## src/rtl/code_lock_ctrl.sv

```systemverilog
// Keypad code lock: collects CODE_LEN digits, checks against the stored code,
// drives unlock/alarm, locks out after MAX_FAIL misses, allows code change while open.
module code_lock_ctrl #(
    parameter int                    CODE_LEN     = 4,
    parameter logic [4*CODE_LEN-1:0] DEFAULT_CODE = 16'h1234,
    parameter int                    MAX_FAIL     = 3,
    parameter int                    UNLOCK_CYC   = 1000,
    parameter int                    LOCKOUT_CYC  = 2000,
    parameter int                    TIMEOUT_CYC  = 5000
) (
    input  logic       clk,
    input  logic       rst_n,
    input  logic       key_flag,
    input  logic [3:0] key_value,
    output logic       unlock,
    output logic       alarm,
    output logic       err,
    output logic       ok,
    output logic [2:0] digit_cnt
);

    localparam int BW    = 4 * CODE_LEN;
    localparam int CW    = $clog2(CODE_LEN + 1);
    localparam int FW    = $clog2(MAX_FAIL + 1);
    localparam int MAX_UL = (UNLOCK_CYC > LOCKOUT_CYC) ? UNLOCK_CYC : LOCKOUT_CYC;
    localparam int MAXC  = (MAX_UL > TIMEOUT_CYC) ? MAX_UL : TIMEOUT_CYC;
    localparam int TW    = $clog2(MAXC + 1);

    // Timer counts down to zero; expiry is the edge on which it reads zero.
    localparam logic [TW-1:0] UNL_LD = TW'(UNLOCK_CYC - 1);
    localparam logic [TW-1:0] LCK_LD = TW'(LOCKOUT_CYC - 1);
    localparam logic [TW-1:0] TO_LD  = TW'(TIMEOUT_CYC - 1);
    localparam logic [CW-1:0] FULL   = CW'(CODE_LEN);
    localparam logic [FW-1:0] FMAX   = FW'(MAX_FAIL);

    typedef enum logic [2:0] {
        S_IDLE, S_ENTRY, S_CHECK, S_OPEN, S_SET, S_LOCKOUT
    } state_t;

    state_t         state_q, state_d;
    logic [BW-1:0]  buf_q, buf_d;
    logic [BW-1:0]  code_q, code_d;
    logic [CW-1:0]  cnt_q, cnt_d;
    logic [FW-1:0]  fail_q, fail_d;
    logic [TW-1:0]  tmr_q, tmr_d;
    logic           unlock_q, unlock_d;
    logic           alarm_q, alarm_d;
    logic           err_q, err_d;
    logic           ok_q, ok_d;

    logic           key_ok, is_digit, is_clr, is_ent;
    logic [BW-1:0]  buf_shift;
    logic [FW-1:0]  fail_inc;

    assign key_ok    = key_flag && (key_value <= 4'd11);
    assign is_digit  = key_flag && (key_value <= 4'd9);
    assign is_clr    = key_flag && (key_value == 4'd10);
    assign is_ent    = key_flag && (key_value == 4'd11);
    assign buf_shift = (buf_q << 4) | BW'(key_value);
    assign fail_inc  = fail_q + 1'b1;

    always_comb begin
        state_d  = state_q;
        buf_d    = buf_q;
        code_d   = code_q;
        cnt_d    = cnt_q;
        fail_d   = fail_q;
        tmr_d    = tmr_q;
        unlock_d = unlock_q;
        alarm_d  = alarm_q;
        err_d    = 1'b0;
        ok_d     = 1'b0;

        case (state_q)
            S_IDLE: begin
                if (is_digit) begin
                    buf_d   = buf_shift;
                    cnt_d   = CW'(1);
                    tmr_d   = TO_LD;
                    state_d = S_ENTRY;
                end
            end

            // ENTRY and SET share digit collection and the idle timeout;
            // a key arriving on the timeout edge takes priority.
            S_ENTRY, S_SET: begin
                if (key_ok) begin
                    tmr_d = TO_LD;
                    if (is_digit) begin
                        if (cnt_q < FULL) begin
                            buf_d = buf_shift;
                            cnt_d = cnt_q + 1'b1;
                        end
                    end else if (is_clr) begin
                        buf_d    = '0;
                        cnt_d    = '0;
                        unlock_d = 1'b0;
                        state_d  = S_IDLE;
                    end else if (state_q == S_ENTRY) begin
                        state_d = S_CHECK;
                    end else if (cnt_q == FULL) begin
                        code_d   = buf_q;
                        ok_d     = 1'b1;
                        unlock_d = 1'b0;
                        buf_d    = '0;
                        cnt_d    = '0;
                        state_d  = S_IDLE;
                    end else begin
                        err_d = 1'b1;
                        buf_d = '0;
                        cnt_d = '0;
                    end
                end else if (tmr_q == '0) begin
                    buf_d    = '0;
                    cnt_d    = '0;
                    unlock_d = 1'b0;
                    state_d  = S_IDLE;
                end else begin
                    tmr_d = tmr_q - 1'b1;
                end
            end

            S_CHECK: begin
                buf_d = '0;
                cnt_d = '0;
                if (cnt_q == FULL && buf_q == code_q) begin
                    fail_d   = '0;
                    unlock_d = 1'b1;
                    tmr_d    = UNL_LD;
                    state_d  = S_OPEN;
                end else begin
                    err_d  = 1'b1;
                    fail_d = fail_inc;
                    if (fail_inc == FMAX) begin
                        alarm_d = 1'b1;
                        tmr_d   = LCK_LD;
                        state_d = S_LOCKOUT;
                    end else begin
                        state_d = S_IDLE;
                    end
                end
            end

            // Expiry beats a key on the same edge.
            S_OPEN: begin
                if (tmr_q == '0) begin
                    unlock_d = 1'b0;
                    state_d  = S_IDLE;
                end else if (is_clr) begin
                    unlock_d = 1'b0;
                    state_d  = S_IDLE;
                end else if (is_ent) begin
                    tmr_d   = TO_LD;
                    state_d = S_SET;
                end else begin
                    tmr_d = tmr_q - 1'b1;
                end
            end

            S_LOCKOUT: begin
                if (tmr_q == '0) begin
                    alarm_d = 1'b0;
                    fail_d  = '0;
                    state_d = S_IDLE;
                end else begin
                    tmr_d = tmr_q - 1'b1;
                end
            end

            default: begin
                state_d = S_IDLE;
            end
        endcase
    end

    always_ff @(posedge clk or negedge rst_n) begin
        if (!rst_n) begin
            state_q  <= S_IDLE;
            buf_q    <= '0;
            code_q   <= DEFAULT_CODE;
            cnt_q    <= '0;
            fail_q   <= '0;
            tmr_q    <= '0;
            unlock_q <= 1'b0;
            alarm_q  <= 1'b0;
            err_q    <= 1'b0;
            ok_q     <= 1'b0;
        end else begin
            state_q  <= state_d;
            buf_q    <= buf_d;
            code_q   <= code_d;
            cnt_q    <= cnt_d;
            fail_q   <= fail_d;
            tmr_q    <= tmr_d;
            unlock_q <= unlock_d;
            alarm_q  <= alarm_d;
            err_q    <= err_d;
            ok_q     <= ok_d;
        end
    end

    assign unlock    = unlock_q;
    assign alarm     = alarm_q;
    assign err       = err_q;
    assign ok        = ok_q;
    assign digit_cnt = 3'(cnt_q);

endmodule

```

## config.mk

```make
export PLATFORM = sky130hd
export DESIGN_NAME = code_lock_ctrl
export DESIGN_NICKNAME = d
export VERILOG_FILES = /design/src/rtl/code_lock_ctrl.sv
export SDC_FILE = /design/constraint.sdc
export NUM_CORES = 1
export LEC_CHECK = 0
export BUFFER_PORTS_ARGS = -buffer_cell sky130_fd_sc_hd__buf_2
export CELL_PAD_IN_SITES_DETAIL_PLACEMENT = 1
export CELL_PAD_IN_SITES_GLOBAL_PLACEMENT = 1
export CORE_MARGIN = 2
export CORE_UTILIZATION = 39
export CTS_CLUSTER_DIAMETER = 50
export CTS_CLUSTER_SIZE = 28
export DETAILED_ROUTE_END_ITERATION = 7
export GPL_ROUTABILITY_DRIVEN = 0
export PLACE_DENSITY_LB_ADDON = 0.1
export SYNTH_ARGS = -nofsm -noshare
export SYNTH_HDL_FRONTEND = slang
export SYNTH_SLANG_ARGS = --single-unit
```

## constraint.sdc

```tcl
create_clock -name clk -period 2.5 [get_ports clk]
set_clock_uncertainty 0.2 [all_clocks]
set_input_delay 0.25 -clock clk [delete_from_list [all_inputs] [get_ports clk]]
set_output_delay 0.25 -clock clk [all_outputs]
set_load 0.02 [all_outputs]
```

==> impl_metrics.toml <==
[power]
intPower_mw = 3.23
combPwrFrac_pct = 59.3
power.density_nw_per_um2 = 1370
power_leakage_nw = 1.89
pwr-share-seq_pct = 24.7
switchingPower_mw = 2.46
swShare_pct = 43.3
irDropWorstVdd_mv = 0.773
power_mw = 5.69
power_frac_clock_pct = 16.0

[worst_setup_path]
worstPathCellList = "inv_2 > ha_1 > or4b_4 > or3_4 > buf_8 > nand3_4 > o211ai_4 > buf_12 > o21ai_2 > o31ai_2"
timing.critical_path.buf_inv = 3
crit_slowest_cell = "or4b_4"
critPathTopFamily = "simple AND/OR/NAND/NOR gates"
criticalPathCategory = "reg -> reg"
slowest_delay_ns = 0.46
cp.required_ns = 2.52
cp-start-kind = "flip-flop"
cp_max_fo = 7
end_kind = "flip-flop"
cp.arrival_ns = 2.63

[timing]
worstMarginPinSlew_ns = 0.735
tns_ns = -1.59
min_period_ns = 2.60
setup_viol = 25
fmax_ghz = 0.384
rsz0062_at_grt = "yes"
setup_ws_ns = -0.103
min_period_over_period_pct = 104
hold_viol_final = 0
slew_violations = 0
slew_headroom_pct = 50.6

[grt]
grt_max_degree = 32
antenna_found_initial = 0
grtUsageTotal_pct = 22.2
grt_first_pass_wirelength_um = 15100
globalRouteOverflowTotal = 0
grt_pass1_vias = 2926

[die]
rows = 33
initial_core_util_pct = 39.9
core-area_um2 = 8130
die_area_um2 = 9080
io_pins = 14
die_w_um = 95.3
dieHeight_um = 95.3

[finish]
layout.cells.most_common = "dfrtp_1"
antenna_cells = 0
layout-drive-gt1-share_pct = 33.4
syn_to_final_growth_pct = 28.0
final_nets = 399
finalNonFillerCells = 497
final_cell_mix = "dfrtp_1 (52), buf_4 (45), nor2_1 (24)"

[drt]
wl_um = 9270
detail_route.drc_violations = 0
wl_per_cell_um = 18.6
dr.pass1.iters = 4
vias = 2766
ant_nets = 0
vias_per_cell = 5.57
drt-initial-drc-count = 58

[synthesis]
synth.distinct_cells = 57
synth-main-ff-cell = "dfrtp_1"
async_flop_share_pct = 100
synth_seq_cells = 57
syn_area_um2 = 3250
yosysWarningCount = 0
yosysSeqAreaShare_pct = 44.1
synth-edff-count = 0
avgSynthCellArea_um2 = 9.97
syn_nets = 338
syn_inst = 326

[clocking]
numCtsBuffers = 9
path_clk_slew_ns = 0.08
cts_max_level = 3
numClockSinks = 57
cts_tree = "done"
cts_buffer_depth = 2
clockRootBuffer = "clkbuf_8"
clock_latency_ns = 0.35

[job]
max_cap_viol_count = 0

[placed_design]
dpl.cell_count = 467
dp_hpwl_um = 6310
io_buffer_count = 13
preCtsSetupSlack_ns = -0.108

[run_status]
outcome = "complete, but fails checks"
violations = "setup timing"

[min_path]
hp-class = "in -> reg"
synth_stat cells, types with 2 or more instances:
master | number | area share [%]
a2111oi_0 | 2 | 0.54
a21boi_0 | 2 | 0.46
a21o_1 | 2 | 0.46
a21oi_1 | 14 | 2.2
a221o_1 | 2 | 0.62
a22o_1 | 17 | 4.6
a311oi_1 | 2 | 0.54
a31oi_1 | 7 | 1.3
and2_1 | 4 | 0.77
buf_1 | 2 | 0.23
buf_2 | 8 | 1.2
buf_6 | 5 | 1.7
clkbuf_1 | 5 | 0.58
dfrtp_1 | 52 | 40
dfstp_2 | 5 | 4.0
ha_1 | 5 | 1.9
inv_1 | 11 | 1.3
mux2_2 | 16 | 5.5
nand2_1 | 20 | 2.3
nand2b_1 | 6 | 1.2
nand3_1 | 8 | 1.2
nand4_1 | 4 | 0.77
nor2_1 | 26 | 3.0
nor2b_1 | 2 | 0.38
nor3_1 | 14 | 2.2
o21a_1 | 3 | 0.69
o21ai_0 | 13 | 2.0
o21ai_2 | 2 | 0.54
o22a_1 | 2 | 0.54
o22ai_1 | 4 | 0.77
o2bb2ai_1 | 3 | 0.81
o31ai_1 | 12 | 2.8
o41ai_1 | 5 | 1.3
or3_1 | 2 | 0.38
xnor2_1 | 17 | 4.6
state kept, by name, indices dropped and copies added (netlist names):
| name | count |
|---|---|
| buf_q | 16 |
| code_q | 16 |
| tmr_q | 13 |
| digit_cnt | 3 |
| state_q | 3 |
| fail_q | 2 |
| alarm | 1 |
| err | 1 |
| ok | 1 |
| unlock | 1 |
kinds of logic (layout without fill, tap and decap cells):
family | count (synthesis) | in the layout | synth area share [%]
AO/OA/AOI/OAI | 101 | 101 | 22.9
AND/OR/NAND/NOR | 97 | 97 | 15.3
flip-flops | 57 | 57 | 44.1
buffers and inverters | 31 | 97 | 5.04
XOR/XNOR | 18 | 18 | 4.85
multiplexers | 17 | 17 | 5.85
adder cells (fa/ha/maj) | 5 | 5 | 1.93
through the flow:
step	hold WS (ns)	instance area (um2)	utilization, %
6_report	0.00909	4160	51.1
5_1_grt	0.0171	4160	51.1
4_1_cts	0.00180	4020	49.5
3_5_place_dp	0.120	3700	45.5
3_3_place_gp	0.112	3700	45.5
2_1_floorplan	-0.246	3250	-
power by group through the flow:
stage / clock [mW] / sequential [mW] / combinational, mW
final: 0.910 / 1.41 / 3.37
after global routing: 0.959 / 1.45 / 3.68
after CTS: 0.922 / 1.40 / 3.09
after detailed placement: 0 / 1.42 / 2.86
after global placement: 0 / 1.40 / 2.81
after floorplan: 0 / 1.41 / 1.79
metal layers:
layer  GRT usage (%)  wire length [um]
met3            3.79               184
met1            29.9              4410
met2            36.4              4520
met4            6.88               146
met5               0                 0
worst reg2reg max path: stages, from the launching register on:
cell and delay, ns:
dfrtp_1 0.39, inv_2 0.06, ha_1 0.14, or4b_4 0.46, or3_4 0.40, buf_8 0.15, nand3_4 0.10, o211ai_4 0.15
buf_12 0.18, o21ai_2 0.15, o31ai_2 0.08
what timing repair did:
item | CTS | global route
endpoints found under the setup margin | 31 | 52
buffers inserted | 3 | 5
cloned | 1 | 2
gates resized for setup | 14 | 17
hold buffers | 3 | 0
pin swaps | 3 | 15
hold endpoints to repair | 27 | 0
layout make-up:
| cell class | count | area, um2 |
|---|---|---|
| fill | 898 | 3980 |
| multi-input combinational | 238 | 1750 |
| sequential | 57 | 1430 |
| timing repair buffer | 70 | 601 |
| tap | 105 | 131 |
| clock buffer | 9 | 124 |
| clock inverter | 7 | 77.6 |
| inverter | 11 | 41.3 |
final timing paths:
check | from | to | slack [ns] | cells after the start
min in group asynchronous | rst_n | code_q[10]$_DFFE_PN0P_ | 0.26 | 2
hold / removal | key_value[2] | buf_q[2]$_DFFE_PN0P_ | 0.009 | 2
setup reg to reg | tmr_q[0]$_DFFE_PN0P_ | digit_cnt[0]$_DFFE_PN0P_ | -0.10 | 10
setup / recovery | tmr_q[0]$_DFFE_PN0P_ | digit_cnt[0]$_DFFE_PN0P_ | -0.10 | 10
hold reg to reg | alarm$_DFFE_PN0P_ | alarm$_DFFE_PN0P_ | 0.31 | 1
max in group asynchronous | rst_n | code_q[4]$_DFFE_PN1P_ | 1.18 | 3
Note: power is estimated with default switching activity, not from simulation.
